## src/rtl/aer_in_driver_pkg.sv

```systemverilog
// Shared types and constants for the off-core AER input-link driver.
// Holds the handshake FSM state encoding and the event word width.
package odin_aer_pkg;

    localparam int M_DEFAULT = 8;
    localparam int AER_W     = 2 * M_DEFAULT + 1;

    typedef enum logic [2:0] {
        IDLE   = 3'd0,
        SETUP  = 3'd1,
        REQ_HI = 3'd2,
        ACK_LO = 3'd3,
        GAP    = 3'd4
    } aer_state_e;

    // Event word width for a given log2(neuron count).
    function automatic int aer_word_w(input int m);
        return 2 * m + 1;
    endfunction

endpackage

```

## src/rtl/aer_in_driver_if.sv

```systemverilog
// Bus bundle for aer_in_driver: the host-side event push port and the AER link.
//
// Event push port: EVT_DATA is transferred on a rising clock edge where both
// EVT_VALID and EVT_READY are high. EVT_READY does not depend on EVT_VALID.
// AER link: 4-phase REQ/ACK handshake; AER_ADDR is stable whenever AER_REQ=1.
interface aer_in_driver_if
    import odin_aer_pkg::*;
#(
    parameter int W = AER_W
);
    logic [W-1:0] EVT_DATA;
    logic         EVT_VALID;
    logic         EVT_READY;
    logic [W-1:0] AER_ADDR;
    logic         AER_REQ;
    logic         AER_ACK;

    // Driver side (aer_in_driver).
    modport master (
        input  EVT_DATA, EVT_VALID, AER_ACK,
        output EVT_READY, AER_ADDR, AER_REQ
    );

    // Host and link-responder side.
    modport slave (
        output EVT_DATA, EVT_VALID, AER_ACK,
        input  EVT_READY, AER_ADDR, AER_REQ
    );
endinterface

```

## src/rtl/aer_in_driver_fifo.sv

```systemverilog
// aer_evt_fifo: synchronous event FIFO with level/full/empty.
// Head word is read combinationally. Push when full and pop when empty are ignored.
module aer_evt_fifo #(
    parameter int W     = 17,
    parameter int DEPTH = 16
) (
    input  logic                     clk,
    input  logic                     rst,
    input  logic                     push,
    input  logic [W-1:0]             din,
    input  logic                     pop,
    output logic [W-1:0]             dout,
    output logic [$clog2(DEPTH):0]   level,
    output logic                     full,
    output logic                     empty
);
    localparam int AW = $clog2(DEPTH);
    localparam int LW = AW + 1;

    logic [W-1:0]  mem [DEPTH];
    logic [AW-1:0] wr_ptr;
    logic [AW-1:0] rd_ptr;
    logic          do_push;
    logic          do_pop;

    assign full    = (level == LW'(DEPTH));
    assign empty   = (level == '0);
    assign do_push = push && !full;
    assign do_pop  = pop && !empty;
    assign dout    = mem[rd_ptr];

    // Storage array; contents need no reset since the pointers define validity.
    always_ff @(posedge clk) begin
        if (do_push) mem[wr_ptr] <= din;
    end

    // Pointers wrap modulo DEPTH; level tracks simultaneous push/pop.
    always_ff @(posedge clk or posedge rst) begin
        if (rst) begin
            wr_ptr <= '0;
            rd_ptr <= '0;
            level  <= '0;
        end else begin
            if (do_push) wr_ptr <= wr_ptr + AW'(1);
            if (do_pop)  rd_ptr <= rd_ptr + AW'(1);
            if (do_push && !do_pop)      level <= level + LW'(1);
            else if (do_pop && !do_push) level <= level - LW'(1);
        end
    end
endmodule

```

## src/rtl/aer_in_driver.sv

```systemverilog
// aer_in_driver: sends queued events over the 17-bit AER input link using a
// 4-phase REQ/ACK handshake, with a programmable idle gap after each event.
// Optional feature macro: AER_DRV_TIMEOUT_EN (ACK timeout with sticky error).
module aer_in_driver
    import odin_aer_pkg::*;
#(
    parameter int M         = 8,
    parameter int DEPTH     = 16,
    parameter int TO_CYCLES = 4096
) (
    input  logic                   CLK,
    input  logic                   RST,
    aer_in_driver_if.master        bus,
    input  logic [15:0]            GAP_CYCLES,
    output logic [$clog2(DEPTH):0] FIFO_LEVEL,
    output logic                   BUSY,
    output logic                   TIMEOUT_ERR,
    input  logic                   CLR_ERR,
    output aer_state_e             STATE_DBG
);
    localparam int W = aer_word_w(M);

    aer_state_e   state, state_nxt;
    logic         req_q, req_nxt;
    logic [W-1:0] addr_q, addr_nxt;
    logic [15:0]  gap_q, gap_nxt;
    logic         ack_q1, ack_s;
    logic         fifo_pop;
    logic         fifo_full, fifo_empty;
    logic [W-1:0] fifo_head;

    aer_evt_fifo #(.W(W), .DEPTH(DEPTH)) u_fifo (
        .clk   (CLK),
        .rst   (RST),
        .push  (bus.EVT_VALID),
        .din   (bus.EVT_DATA),
        .pop   (fifo_pop),
        .dout  (fifo_head),
        .level (FIFO_LEVEL),
        .full  (fifo_full),
        .empty (fifo_empty)
    );

`ifdef AER_DRV_TIMEOUT_EN
    localparam int TO_W = ($clog2(TO_CYCLES + 1) > 13) ? $clog2(TO_CYCLES + 1) : 13;
    logic [TO_W-1:0] to_q, to_nxt;
    logic            err_q, err_nxt;
`else
    localparam int unused_to_cycles = TO_CYCLES;
    logic          unused_clr_err;
    assign unused_clr_err = CLR_ERR;
`endif

    // Two-flop synchroniser for the asynchronous ACK from the core.
    always_ff @(posedge CLK or posedge RST) begin
        if (RST) begin
            ack_q1 <= 1'b0;
            ack_s  <= 1'b0;
        end else begin
            ack_q1 <= bus.AER_ACK;
            ack_s  <= ack_q1;
        end
    end

    // Handshake FSM state and registered link outputs.
    always_ff @(posedge CLK or posedge RST) begin
        if (RST) begin
            state  <= IDLE;
            req_q  <= 1'b0;
            addr_q <= '0;
            gap_q  <= '0;
`ifdef AER_DRV_TIMEOUT_EN
            to_q   <= '0;
            err_q  <= 1'b0;
`endif
        end else begin
            state  <= state_nxt;
            req_q  <= req_nxt;
            addr_q <= addr_nxt;
            gap_q  <= gap_nxt;
`ifdef AER_DRV_TIMEOUT_EN
            to_q   <= to_nxt;
            err_q  <= err_nxt;
`endif
        end
    end

    // Next-state logic: decisions use the synchronised ack_s only.
    always_comb begin
        state_nxt = state;
        req_nxt   = req_q;
        addr_nxt  = addr_q;
        gap_nxt   = gap_q;
        fifo_pop  = 1'b0;
`ifdef AER_DRV_TIMEOUT_EN
        to_nxt    = to_q;
        err_nxt   = CLR_ERR ? 1'b0 : err_q;
`endif
        case (state)
            IDLE: begin
                if (!fifo_empty && !ack_s) begin
                    fifo_pop  = 1'b1;
                    addr_nxt  = fifo_head;
                    state_nxt = SETUP;
                end
            end
            SETUP: begin
                req_nxt   = 1'b1;
                state_nxt = REQ_HI;
`ifdef AER_DRV_TIMEOUT_EN
                to_nxt    = '0;
`endif
            end
            REQ_HI: begin
                if (ack_s) begin
                    req_nxt   = 1'b0;
                    state_nxt = ACK_LO;
                end
`ifdef AER_DRV_TIMEOUT_EN
                else if (to_q == TO_W'(TO_CYCLES - 1)) begin
                    // No ACK in time: abandon this event and recover the link.
                    req_nxt   = 1'b0;
                    err_nxt   = 1'b1;
                    state_nxt = ACK_LO;
                end else begin
                    to_nxt = to_q + TO_W'(1);
                end
`endif
            end
            ACK_LO: begin
                if (!ack_s) begin
                    if (GAP_CYCLES == 16'd0) begin
                        state_nxt = IDLE;
                    end else begin
                        gap_nxt   = GAP_CYCLES;
                        state_nxt = GAP;
                    end
                end
            end
            GAP: begin
                if (gap_q <= 16'd1) begin
                    gap_nxt   = '0;
                    state_nxt = IDLE;
                end else begin
                    gap_nxt = gap_q - 16'd1;
                end
            end
            default: state_nxt = IDLE;
        endcase
    end

    assign bus.AER_REQ   = req_q;
    assign bus.AER_ADDR  = addr_q;
    assign bus.EVT_READY = !fifo_full;
    assign BUSY          = (state != IDLE) || (FIFO_LEVEL != '0);
    assign STATE_DBG     = state;
`ifdef AER_DRV_TIMEOUT_EN
    assign TIMEOUT_ERR   = err_q;
`else
    assign TIMEOUT_ERR   = 1'b0;
`endif

endmodule

```

## src/flat_wrapper.sv

```systemverilog
// flat-port wrapper written by rule: the top's interface ports become plain ports
module aer_in_driver_flat import odin_aer_pkg::*;
#(
    parameter int M         = 8,
    parameter int DEPTH     = 16,
    parameter int TO_CYCLES = 4096
)
  (CLK, RST, GAP_CYCLES, FIFO_LEVEL, BUSY, TIMEOUT_ERR, CLR_ERR, STATE_DBG, bus_EVT_DATA, bus_EVT_VALID, bus_AER_ACK, bus_EVT_READY, bus_AER_ADDR, bus_AER_REQ);
  aer_in_driver_if #(.W((17))) bus_i ();
  input  logic CLK;
  input  logic RST;
  input  logic [15:0] GAP_CYCLES;
  output logic [$clog2(DEPTH):0] FIFO_LEVEL;
  output logic BUSY;
  output logic TIMEOUT_ERR;
  input  logic CLR_ERR;
  output aer_state_e STATE_DBG;
  input wire logic [$bits(bus_i.EVT_DATA)-1:0] bus_EVT_DATA;
  input wire logic [$bits(bus_i.EVT_VALID)-1:0] bus_EVT_VALID;
  input wire logic [$bits(bus_i.AER_ACK)-1:0] bus_AER_ACK;
  output wire logic [$bits(bus_i.EVT_READY)-1:0] bus_EVT_READY;
  output wire logic [$bits(bus_i.AER_ADDR)-1:0] bus_AER_ADDR;
  output wire logic [$bits(bus_i.AER_REQ)-1:0] bus_AER_REQ;
  assign bus_i.EVT_DATA = bus_EVT_DATA;
  assign bus_i.EVT_VALID = bus_EVT_VALID;
  assign bus_i.AER_ACK = bus_AER_ACK;
  assign bus_EVT_READY = bus_i.EVT_READY;
  assign bus_AER_ADDR = bus_i.AER_ADDR;
  assign bus_AER_REQ = bus_i.AER_REQ;
  aer_in_driver #(.M(M), .DEPTH(DEPTH), .TO_CYCLES(TO_CYCLES)) u_core (.CLK(CLK), .RST(RST), .bus(bus_i), .GAP_CYCLES(GAP_CYCLES), .FIFO_LEVEL(FIFO_LEVEL), .BUSY(BUSY), .TIMEOUT_ERR(TIMEOUT_ERR), .CLR_ERR(CLR_ERR), .STATE_DBG(STATE_DBG));
endmodule
```

## config.mk

```make
export PLATFORM = sky130hd
export DESIGN_NAME = aer_in_driver_flat
export DESIGN_NICKNAME = d
export VERILOG_FILES = /design/src/rtl/aer_in_driver_pkg.sv /design/src/rtl/aer_in_driver_if.sv /design/src/rtl/aer_in_driver_fifo.sv /design/src/rtl/aer_in_driver.sv /design/src/flat_wrapper.sv
export SDC_FILE = /design/constraint.sdc
export NUM_CORES = 1
export LEC_CHECK = 0
export ABC_AREA = 1
export BUFFER_PORTS_ARGS = -buffer_cell sky130_fd_sc_hd__buf_4
export CAP_MARGIN = 10
export CORE_AREA = 4 4 152 154
export DETAILED_ROUTE_END_ITERATION = 16
export DIE_AREA = 0 0 156 158
export GPL_TIMING_DRIVEN = 0
export PLACE_DENSITY = 0.86
export SLEW_MARGIN = 10
export SYNTH_ARGS = -nofsm -noshare
export SYNTH_HDL_FRONTEND = slang
export SYNTH_SLANG_ARGS = --single-unit
export TNS_END_PERCENT = 10
```

## constraint.sdc

```tcl
create_clock -name CLK -period 5.8 [get_ports CLK]
set_input_delay 0.29 -clock CLK [delete_from_list [all_inputs] [get_ports CLK]]
set_output_delay 0.29 -clock CLK [all_outputs]
set_load 0.1 [all_outputs]
```

* Word-level counts from Yosys, hierarchy flattened
Memories as Yosys holds them, arrays and structs flattened. A register that Yosys moved wholly into a read port is not among the register bits. Index checks and enable logic that the tools add are counted.
Operators by class: add/sub/neg operators 5, multiply operators 0, div/mod/pow operators 0, $lt $le $gt $ge 1, equal/unequal tests 10, shift operators 0, mux-type cells 18, bitwise operators 0, reductions and logical operators 23
Operators with widths (number):
- 16-bit 2-to-1 mux | 3
- 16-bit one-hot mux with 2 select lines | 1
- 16-bit by 1-bit less-or-equal comparator with 1-bit output, second input constant | 1
- 16-bit zero test | 1
- 16-bit by 1-bit subtractor with 16-bit output, second input constant | 1
- 3-bit 2-to-1 mux | 5
- 3-bit one-hot mux with 5 select lines | 1
- 5-bit 2-to-1 mux | 2
- 4-bit by 1-bit adder with 4-bit output, second input constant | 2
- 3-bit by 2-bit == test with 1-bit output, second input constant | 2
- 2-bit by 1-bit inequality test with 1-bit output, second input constant | 3
- 2-bit nonzero test | 3
- 5-bit by 1-bit adder with 5-bit output, second input constant | 1
- 5-bit == test, second input constant | 1
- 1-bit logical AND | 5
- 1-bit zero test | 5
- 5-bit zero test | 1
- 1-bit 2-to-1 mux | 5
- 5-bit nonzero test | 1
- 5-bit by 1-bit subtractor with 5-bit output, second input constant | 1
- 2-bit inequality test, second input constant | 2
- 2-bit AND reduction | 2
- 4-bit AND reduction | 1
- 3-bit by 1-bit == test with 1-bit output, second input constant | 1
- 6 further kinds | 6
Word-level totals: register bits 35, bits in latches 0, RAM bits 272, memory bits (read-only) 0, input bits 38, output and inout bits 29, memories 1
Memories:
- u_core.u_fifo.mem | words 16, width 17, rd ports 1, clocked after Yosys merged registers in 1, wr ports 1, line aer_in_driver_fifo.sv:20 | logic [W-1:0] mem [DEPTH];

* Longest topological paths before layout
depth after elaboration 9, gate-level depth with buffers 14, depth with buffers taken out 13

* Cells and area by module
A second synthesis with hierarchy kept.
Second synthesis, totals: cell total of the unflattened synthesis 1509, area, all modules 14503.9 µm²
Modules (own cells, without submodules):
- aer_evt_fifo | instances 1, cells an instance 1180, area an instance 12251.8 µm², sequential area each 8493.1 µm²
- aer_in_driver | instances 1, cells an instance 329, area an instance 2252.2 µm², sequential area each 975.9 µm²

* Worst setup path before layout
Ideal clock, no wire load.
path type reg-to-reg, start reg u_core.u_fifo.level[4], end reg u_core.u_fifo.level[4], arrival 3948 ps, required time 5678 ps, path slack 1730 ps, stages on the path, launching flop included 13, path buffers 0, clock period less this slack 4070 ps, cell sequence dfrtp_1 > nand4_1 > nand2_1 > inv_1 > ha_1 > inv_1 > ha_1 > a21oi_1 > o21bai_1 > a21oi_1 > o21ai_0 > nand2_1 > nand2_1
RTL lines:
- start, declared | line aer_in_driver_fifo.sv:13 | output logic [$clog2(DEPTH):0] level,
- start signal, assigned | line aer_in_driver_fifo.sv:46 | if (do_push && !do_pop) level <= level + LW'(1);
- start signal, assigned | line aer_in_driver_fifo.sv:47 | else if (do_pop && !do_push) level <= level - LW'(1);
- 5-bit == test * | line aer_in_driver_fifo.sv:26 | assign full = (level == LW'(DEPTH));
- 1-bit zero test *
- named net bus_EVT_READY | line flat_wrapper.sv:21 | output wire logic [$bits(bus_i.EVT_READY)-1:0] bus_EVT_READY;
- 1-bit logical AND * | line aer_in_driver_fifo.sv:28 | assign do_push = push && !full;
- named net u_core.u_fifo.do_push | line aer_in_driver_fifo.sv:23 | logic do_push;
- 1-bit zero test | line aer_in_driver_fifo.sv:47
- 1-bit logical AND | line aer_in_driver_fifo.sv:47
- 2-bit nonzero test (no line)
The timed path passes the listed nets; every way through them passes the cells marked *. The select of a mux whose other input is x is not followed. A chain may end at the register's enable or synchronous reset.

* Worst setup path after layout
start reg u_core.state[2] (netlist: u_core.STATE_DBG[2]), end reg u_core.u_fifo.level[4]
Between the ends: cells in the longest elaborated chain, start to end 6
Ends and longest elaborated chain:
- start, declared | line aer_in_driver.sv:23 | aer_state_e state, state_nxt;
- start signal, assigned | line aer_in_driver.sv:77 | state <= state_nxt;
- 3-bit zero test * | line aer_in_driver.sv:99 | case (state)
- 1-bit 2-to-1 mux * | line aer_in_driver.sv:99
- 1-bit logical AND * | line aer_in_driver_fifo.sv:29 | assign do_pop = pop && !empty;
- 1-bit zero test | line aer_in_driver_fifo.sv:46
- 1-bit logical AND | line aer_in_driver_fifo.sv:46
- 5-bit 2-to-1 mux or 2-bit nonzero test (tied branches)
Mark *: on every way between the ends. The rest lies on a longest branch, timed or not.

==> flow_metrics.tcl <==
set metrics [dict create \
    outcome "completed" \
    p_leak_uw 0.006197 \
    syn_nets 1329 \
    grt_setup_unrepaired "false" \
    grt_start_max_net_pins 34 \
    report.final.slew_viol_count 0 \
    ioPinCount 67 \
    max-slew-margin-rel 0.4007 \
    vdd_drop_max_mv 0.2817 \
    clock-sinks 324 \
    global_route.usage.total 0.2977 \
    postSynthAreaPerCell_um2 10.89 \
    worst_skew_pair.late_latency_ps 580 \
    r2r_cells 14 \
    std_cell_rows 54 \
    cp-end-kind "flop" \
    avgRoutedWirePerCell_um 21.57 \
    timing.clock.skew_ps 11.79 \
    multiInputGateArea_um2 3899 \
    min_path_type "primary input to flop" \
    via_count_of_the_first_global_routing_pass 10297 \
    synthCells 1279 \
    num-fill-cells 1256 \
    power_density_nw_per_um2 345.6 \
    diodes 0 \
    grt_antenna_before_repair 0 \
    share_of_synthesized_registers_carrying_an_async_set_or_reset 0.1605 \
    post_synth_instance_area_um2 13920 \
    postSynthRegisterBits 324 \
    setup.worst_path.start_class "flop" \
    gp_congestion 0.8934 \
    setup_viol_count_final 0 \
    core-area_um2 21690 \
    synth_edf_count 272 \
    numCtsBuffers 31 \
    drtIter0Drc 1551 \
    final_net_count 1446 \
    port-buffer-count 64 \
    detailroute.via_count 10427 \
    min_path_cells 1 \
    drt_first_pass_iters 5 \
    cts_buffer_depth 3 \
    grt.overflow.total 0 \
    die_width_um 156 \
    required_ps 6260 \
    starting_density 0.6420 \
    timing.final.crit_period_ps 2822 \
    clk_pin_slew_worst_paths_ps 60 \
    final_hold_viol_count 0 \
    drc 0 \
    postCtsHoldBufs 3 \
    dieArea_um2 24650 \
    clock_tree.htree_level_count 1 \
    ys_seq_area_frac 0.6800 \
    dpl.hpwl_mm 24.26 \
    ant_nets 0 \
    ys_warn_count 0 \
    postRouteWirelength_mm 36.69 \
    synth.lib_cells_used.distinct 36 \
    cp.arrival_ps 3280 \
    total_negative_setup_slacks_ps 0 \
    tightest_slew_ps 899.0 \
    grt_pass1_wl_mm 55.78 \
    max_cap_viol_count 0 \
    synth-main-ff-cell "sky130_fd_sc_hd__edfxtp_1" \
    max_freq_ghz 0.3544 \
    clock_tree.root_cell "sky130_fd_sc_hd__clkbuf_16" \
    final_layout_size_suffix_gt1_frac 0.1478 \
    timing.hold.ws_ps 19.58 \
    cts_setup_buffers 0 \
    syn_to_final_growth_pct 15.45 \
    routed_via_density 6.130 \
    layout_worst_path_cycle_share 0.4865 \
    post_cts_resize_count 0 \
    critical_path.max_fanout 10 \
    area.sequential_um2 9469 \
    tritoncts "yes" \
    criticalPathCategory "flop to flop" \
    chip_height_um 158 \
]
through the flow:
stage	utilization	worst slack, ps	instance area [um^2]	cells	total power (uW)
floorplan	-	1730	13920	1279	3287
global placement	0.6803	2353	14760	1623	3470
detailed placement	0.6932	3050	15030	1640	3571
CTS	0.7412	3037	16080	1701	5529
global route	0.7412	2684	16080	1701	5714
finish	0.7412	2978	16080	1701	5556
layout by cell type (no fill, tap or decap), types with 11 or more instances in the layout:
cell,netlist,routed
sky130_fd_sc_hd__buf_2,13,13
sky130_fd_sc_hd__buf_4,6,72
sky130_fd_sc_hd__buf_6,22,25
sky130_fd_sc_hd__buf_8,0,11
sky130_fd_sc_hd__clkbuf_1,10,23
sky130_fd_sc_hd__clkbuf_16,0,31
sky130_fd_sc_hd__dfrtp_1,52,52
sky130_fd_sc_hd__edfxtp_1,272,272
sky130_fd_sc_hd__ha_1,11,11
sky130_fd_sc_hd__inv_1,31,30
sky130_fd_sc_hd__nand2_1,183,183
sky130_fd_sc_hd__nand3_1,113,113
sky130_fd_sc_hd__nor2_1,333,319
sky130_fd_sc_hd__nor2_2,4,18
sky130_fd_sc_hd__o21ai_0,144,144
sky130_fd_sc_hd__o21ai_1,16,16
synthesized netlist by cell type (3+ instances only):
cell,number,area (um^2)
sky130_fd_sc_hd__nand3_1,113,565.5
sky130_fd_sc_hd__clkbuf_2,5,25.02
sky130_fd_sc_hd__buf_1,8,30.03
sky130_fd_sc_hd__clkbuf_1,10,37.54
sky130_fd_sc_hd__nand2_1,183,686.9
sky130_fd_sc_hd__buf_6,22,247.7
sky130_fd_sc_hd__inv_1,31,116.4
sky130_fd_sc_hd__buf_4,6,45.04
sky130_fd_sc_hd__o21ai_1,16,80.08
sky130_fd_sc_hd__buf_2,13,65.06
sky130_fd_sc_hd__nand3b_1,3,22.52
sky130_fd_sc_hd__nor2_1,333,1250
sky130_fd_sc_hd__o21ai_0,144,720.7
sky130_fd_sc_hd__edfxtp_1,272,8168
sky130_fd_sc_hd__nand3_2,4,40.04
sky130_fd_sc_hd__nor2_2,4,25.02
sky130_fd_sc_hd__ha_1,11,137.6
sky130_fd_sc_hd__xor2_1,9,78.83
sky130_fd_sc_hd__xnor2_1,4,35.03
sky130_fd_sc_hd__a21oi_1,8,40.04
sky130_fd_sc_hd__nand4_1,5,31.28
sky130_fd_sc_hd__inv_2,6,22.52
sky130_fd_sc_hd__dfrtp_1,52,1301
where the power goes:
| part | total, uW | switching [uW] | internal [uW] |
|---|---|---|---|
| Sequential | 2840 | 79.4 | 2760 |
| Clock | 2010 | 857 | 1150 |
| Combinational | 709 | 528 | 181 |
layout make-up:
class	count	area share
clock inverter	9	0.007316
clock buffer	49	0.05557
sequential	324	0.5890
multi-input combinational	851	0.2425
timing repair buffer	84	0.04631
tap	280	0.02179
buffer	64	0.02802
inverter	40	0.009418
sequential cells by signal, summed over array words and instances, names as in the netlist:
| signal | count |
|---|---|
| u_core.u_fifo.wr_ptr | 4 |
| u_core.u_fifo.rd_ptr | 4 |
| u_core.bus.AER_ADDR | 17 |
| u_core.gap_q | 16 |
| u_core.ack_q1 | 1 |
| u_core.u_fifo.mem | 272 |
| u_core.ack_s | 1 |
| u_core.u_fifo.level | 5 |
| u_core.STATE_DBG | 3 |
| u_core.bus.AER_REQ | 1 |
final timing paths:
kind / startpoint / to / slack [ps]
max: u_core.STATE_DBG[2]$_DFFE_PP0P_ / u_core.u_fifo.level[4]$_DFFE_PP0P_ / 2980
min: bus_EVT_DATA[15] / u_core.u_fifo.mem[7][15]$_DFFE_PP_ / 20
max reg2reg: u_core.STATE_DBG[2]$_DFFE_PP0P_ / u_core.u_fifo.level[4]$_DFFE_PP0P_ / 2980
min reg2reg: u_core.ack_q1$_DFF_PP0_ / u_core.ack_s$_DFF_PP0_ / 380
max in group asynchronous: RST / u_core.bus.AER_ADDR[13]$_DFFE_PP0N_ / 4950
min in group asynchronous: RST / u_core.ack_s$_DFF_PP0_ / 290
worst max-delay path, stage by stage (launching register included):
cell and delay [ps]:
sky130_fd_sc_hd__dfrtp_1 490, sky130_fd_sc_hd__nor2_2 160, sky130_fd_sc_hd__inv_2 70, sky130_fd_sc_hd__nor2_4 100, sky130_fd_sc_hd__nand3_2 170, sky130_fd_sc_hd__buf_2 240, sky130_fd_sc_hd__ha_1 200, sky130_fd_sc_hd__inv_1 180
sky130_fd_sc_hd__ha_1 330, sky130_fd_sc_hd__a21oi_1 160, sky130_fd_sc_hd__o21bai_1 110, sky130_fd_sc_hd__a21oi_1 200, sky130_fd_sc_hd__o21ai_0 150, sky130_fd_sc_hd__nand2_1 80, sky130_fd_sc_hd__nand2_1 40
kinds of logic (layout without fill, tap and decap cells):
logic type / count (synthesis) / in the layout / synth area share
simple gates: 654 / 654 / 0.1951
flops: 324 / 324 / 0.6800
compound gates: 171 / 171 / 0.06191
buf+inv: 104 / 246 / 0.04322
xor+xnor: 13 / 13 / 0.008177
fa+ha+maj: 12 / 12 / 0.01132
other cells: 1 / 1 / 0.0002693
per-layer routing:
layer / part of all wire / vias to the layer above / GRT usage
met5: 0 / - / 0
met4: 0.047 / 0 / 0.1376
met3: 0.12 / 158 / 0.05522
met2: 0.50 / 796 / 0.5118
met1: 0.34 / 4858 / 0.3695
li1: - / 4615 / -
No activity file was read; power rests on OpenSTA's default activity.
